--- src/rtl/soc_system_sysid_pkg.sv ---
// Shared types and helpers for the sysid boot checker and its timeout counter.
package soc_system_sysid_pkg;

  typedef enum logic [2:0] {
    IDLE,
    RD_ID,
    WT_ID,
    RD_TS,
    WT_TS,
    BACKOFF,
    FIN
  } sysid_state_e;

  localparam logic SYSID_ADDR_ID = 1'b0;
  localparam logic SYSID_ADDR_TS = 1'b1;

  // Bits needed to count 0..v-1; never less than 1.
  function automatic int unsigned clog2(input int unsigned v);
    int unsigned w;
    w = 1;
    for (int unsigned i = 1; i < 32; i++) begin
      if ((64'd1 << i) < 64'(v)) w = i + 1;
    end
    return w;
  endfunction

endpackage

--- src/rtl/soc_system_sysid_timeout_cnt.sv ---
// Per-word watchdog: clear on entry, count while enabled, flag the last allowed cycle.
module soc_system_sysid_timeout_cnt
  import soc_system_sysid_pkg::*;
#(
  parameter int unsigned LIMIT = 64,
  parameter int unsigned WIDTH = clog2(LIMIT)
) (
  input  logic i_clk,
  input  logic i_rst_n,
  input  logic i_clr,
  input  logic i_en,
  output logic o_expired
);

  localparam logic [WIDTH-1:0] LAST = WIDTH'(LIMIT - 1);

  logic [WIDTH-1:0] r_cnt;

  always_ff @(posedge i_clk or negedge i_rst_n) begin
    if (!i_rst_n) begin
      r_cnt <= '0;
    end else if (i_clr) begin
      r_cnt <= '0;
    end else if (i_en && !o_expired) begin
      r_cnt <= r_cnt + 1'b1;
    end
  end

  assign o_expired = (r_cnt == LAST);

endmodule

--- config.mk ---
export PLATFORM = sky130hd
export DESIGN_NAME = soc_system_sysid_timeout_cnt
export DESIGN_NICKNAME = d
export VERILOG_FILES = /design/src/rtl/soc_system_sysid_pkg.sv /design/src/rtl/soc_system_sysid_timeout_cnt.sv
export SDC_FILE = /design/constraint.sdc
export NUM_CORES = 1
export LEC_CHECK = 0
export CORE_AREA = 5 5 42 44
export DETAILED_ROUTE_END_ITERATION = 10
export DIE_AREA = 0 0 47 49
export PLACE_DENSITY = 0.52
export SLEW_MARGIN = 20
export SYNTH_ARGS = -nofsm -noshare
export SYNTH_HDL_FRONTEND = slang
export SYNTH_SLANG_ARGS = --single-unit
--- constraint.sdc ---
create_clock -name i_clk -period 1.4 [get_ports i_clk]
set_clock_uncertainty 0.1 [all_clocks]
set_input_delay 0.28 -clock i_clk [delete_from_list [all_inputs] [get_ports i_clk]]
set_output_delay 0.28 -clock i_clk [all_outputs]
set_load 0.02 [all_outputs]
; ---- Word-level counts from Yosys, hierarchy flattened
; Cells that the tools add are included.
[totals]
register_bits = 6
inputBits = 4
[op_classes]
addsub = 1
eq_ne = 1
n_mux = 2
n_reduce_logical = 3
[op_table]
columns = operator, n
row1 = two-way mux 6 bit, 2
row2 = "adder 6 x 1 -> 6 bit, second input constant", 1
row3 = "equality test 6 bit, second input constant", 1
row4 = nonzero test 2 bit, 1
row5 = logical AND 1 bit, 1
row6 = zero test 1 bit, 1

; ---- Depth between registers and ports, before layout
; Gate-level depths: netlist of the first run.
[depth]
depth_word = 5
ltp_mapped = 4
ltp_nobuf = 4

; ---- Worst setup path after synthesis of the first run
; No wires, ideal clock.
[synth_timing]
kind = register -> register
startpoint = register r_cnt[5]
endpoint = register r_cnt[3]
setup_time_ps = 124
t_arrival_ps = 1074
path_slack_ps = 102
path_stages_with_launch = 5
n_path_buf = 1
period_less_slack_ps = 1298
cell_sequence = dfrtp_1 -> and3_1 -> buf_6 -> nor2b_4 -> o31a_1
[synth_via]
elab_chain_cells = 4
[synth_rtl]
columns = item, line_no
row1 = "start, declared", soc_system_sysid_timeout_cnt.sv:17  ; logic [WIDTH-1:0] r_cnt;
row2 = "start signal, assigned", soc_system_sysid_timeout_cnt.sv:25  ; r_cnt <= r_cnt + 1'b1;
row3 = equality test 6 bit, soc_system_sysid_timeout_cnt.sv:29  ; assign o_expired = (r_cnt == LAST);
row4 = net o_expired, soc_system_sysid_timeout_cnt.sv:12  ; output logic o_expired
row5 = zero test 1 bit, soc_system_sysid_timeout_cnt.sv:24  ; end else if (i_en && !o_expired) begin
row6 = logical AND 1 bit, soc_system_sysid_timeout_cnt.sv:24
row7 = nonzero test 2 bit (no source line), --
; The timed path passes the listed nets, and every way through them passes these cells.
; A chain may end at the register's enable or synchronous reset.

; ---- Worst setup path after layout of the first run
[layout_timing]
startpoint = register r_cnt[0]
endpoint = output o_expired
[layout_via]
elab_chain_cells = 1
[layout_rtl]
columns = item, line_no
row1 = equality test 6 bit, soc_system_sysid_timeout_cnt.sv:29
row2 = "end, declared", soc_system_sysid_timeout_cnt.sv:12
; No other way between the ends.

==> run metrics, run 1 <==
PortBufs 4; share of layout cells above drive strength 1 37.9%; RSZ-0062 raised after global routing true; final-report max-slew violation count 0; met2 WL 418 um; worst hold slack 0.171 ns; crit-path max FO 2; RR Endpoint r_cnt[5]; PwrDens 855 nW/um^2; cell taking the most area after synthesis dfrtp_1; root buffer cell clkbuf_4; Post-Syn Area per Cell 9.75 sq um; wire per inst 10.9 um; CTS buffer count 3; Hold/Removal Path Class input port to asynchronous set/reset pin; Max VDD drop 0.485 mV; R2R cell count 4; Ports 5; first-pass GRT wire length 1.37 mm; Data arrival, critical path 1.08 ns; uppermost layer routed met4; Core Region 1400 sq um; WP data required 1.02 ns; slew margin rel. 83.5%; Skew-Pair Late Insertion Delay 0.24 ns; 1st-pass router iterations 4; Nets 65; Yosys top cell area share 39.5%; number of antenna violations at the first check in global routing 0; Initial Util 27.1%; Max Freq 684 MHz; worst slew pin tran 0.247 ns; max reg flops 6; RD Place Congestion 0.761; post-synthesis cell area 380 sq um; die area 2300 sq um; htree depth 1; fin crit period 1.46 ns; gr ovfl total 0; Setup Viol. Count Final 1; clk sinks 6; fin crit share 104%; Rows 14; ant diodes 0; most flop-heavy register r_cnt; Yosys warning count 0; Design Area, Final 574 sq um; DP Area 512 sq um; top cells by area, synth dfrtp_1 (39%), nor3b_1 (5.9%), nand4b_1 (4.6%); DIE HEIGHT 49 um; clock buffer depth 2; Via Count 367; gr usage total 8.43%; Crit Reg-Reg Startpoint r_cnt[0]; Top Registers r_cnt x6; Synth Register Bits 6; First DRT Iteration DRCs 9; critical path endpoint category primary output; Synthesized Nets 44; final hold violation count 0; DRC Markers 0; die extent in x 47 um; failing checks negative setup slack; TritonCTS clock tree yes; vias in the first global route 344; area delta synth->final 51.0%; Seq/Total Area, Yosys 39.5%; Metal-1 WL 353 um; Final ANT Viol Nets 0; crit path kind register to primary output; Startpoint Class register; internal reg-to-reg setup slack 0.03 ns; largest net degree at the start of global routing 10; Post-Syn Instances 39; Max Cap Violations 0; outcome complete, but fails checks; mean number of vias per cell 4.96; post-synthesis cell type count 23; fin worst setup slack -0.0626 ns; DR WL met3 15 um; drt total wl 809 um; Reg clk slew, reported paths 0.04 ns; Static Leakage 0.248 nW
[critical path, stage by stage (launching register included)]
cell and delay (ns):
dfrtp_1 0.39, ha_4 0.17, nand2_4 0.05, nor2b_4 0.12, buf_6 0.12
[layer usage]
metal  vias up  track usage, %
li1        187               -
met1       171            9.40
met2         7            12.0
met3         2            2.95
met4         0            7.37
met5         -               0
[worst max path at each step]
stage          startpoint   endpoint  slack, ns  depth (start not counted)
2_1_floorplan    r_cnt[5]   r_cnt[3]       0.10                          4
3_3_place_gp     r_cnt[0]  o_expired      -0.31                          4
3_5_place_dp     r_cnt[0]  o_expired      -0.32                          4
4_1_cts          r_cnt[1]  o_expired      -0.07                          4
5_1_grt          r_cnt[0]  o_expired      -0.12                          4
6_report         r_cnt[0]  o_expired      -0.06                          4
[power breakdown]
part | switching, mW | internal (mW)
clock | 0.0541 | 0.0964
sequential | 0.0142 | 0.189
combinational | 0.0559 | 0.0820
[synth_stat cells, drive strengths merged]
library cell,instances
o21bai,1
a21oi,2
o31a,1
a41oi,1
nor3b,3
ha,1
a31oi,1
o211ai,2
nand3,1
nor3,2
inv,3
nand4,2
nand4b,2
a211oi,1
o311a,1
dfrtp,6
nor2,1
nor2b,1
nand2,4
buf,2
and3,1
[cell families after synthesis]
kind of cell	after synthesis	synth area share [%]
and+or+nand+nor	17	29.9
AOI/OAI and AO/OA	10	19.4
DFF	6	39.5
buffers and inverters	5	7.90
adders and majority gates	1	3.29
[metrics by stage]
step	std cells	utilization, %	setup TNS (ns)	total power [mW]	worst slack, ns
after CTS	72	39.1	-0.0723	0.484	-0.0723
final	74	41.0	-0.0626	0.491	-0.0626
after global placement	69	36.5	-0.935	0.309	-0.314
after floorplan	39	-	0	0.252	0.102
after global routing	74	41.0	-0.144	0.533	-0.121
after detailed placement	69	36.5	-0.886	0.308	-0.315
[final cells by class]
class | count | area [sq um]
fill | 148 | 827
sequential | 6 | 150
inverter | 3 | 11.3
timing repair buffer | 18 | 150
tap | 16 | 20.0
multi-input combinational | 28 | 220
clock buffer | 3 | 22.5
[timing repair]
| item | in CTS | in global routing |
|---|---|---|
| hold buffers | 0 | 0 |
| cloned | 0 | 0 |
| endpoints found under the setup margin | 2 | 3 |
| gates resized for setup | 8 | 2 |
| pin swaps | 1 | 3 |
| setup buffers | 0 | 2 |
[placed cells by master, fill, tap and decap left out]
cell	count
buf_4	13
dfrtp_1	6
nor3b_1	3
inv_1	3
nand2_1	3
clkbuf_4	3
clkdlybuf4s50_1	3
a21oi_1	2
nor3_1	2
nand4b_1	2
o211ai_1	2
nand4_1	2
buf_6	2
nand2_4	1
and3_1	1
nor2b_4	1
nand3_1	1
a41oi_2	1
o21bai_1	1
o311a_1	1
nor2_1	1
a31oi_1	1
a211oi_1	1
o31a_1	1
ha_4	1
Note: power is estimated with default switching activity, not from simulation.
==> run 2: changes to the inputs <==
--- a/config.mk
+++ b/config.mk
@@ -6,6 +6,7 @@
 export NUM_CORES = 1
 export LEC_CHECK = 0
 export CORE_AREA = 5 5 42 44
+export CTS_CLUSTER_SIZE = 24
 export DETAILED_ROUTE_END_ITERATION = 10
 export DIE_AREA = 0 0 47 49
 export PLACE_DENSITY = 0.52
==> results of run 2 <==
The final DEF is identical to that of run 1; final timing and power are the same.
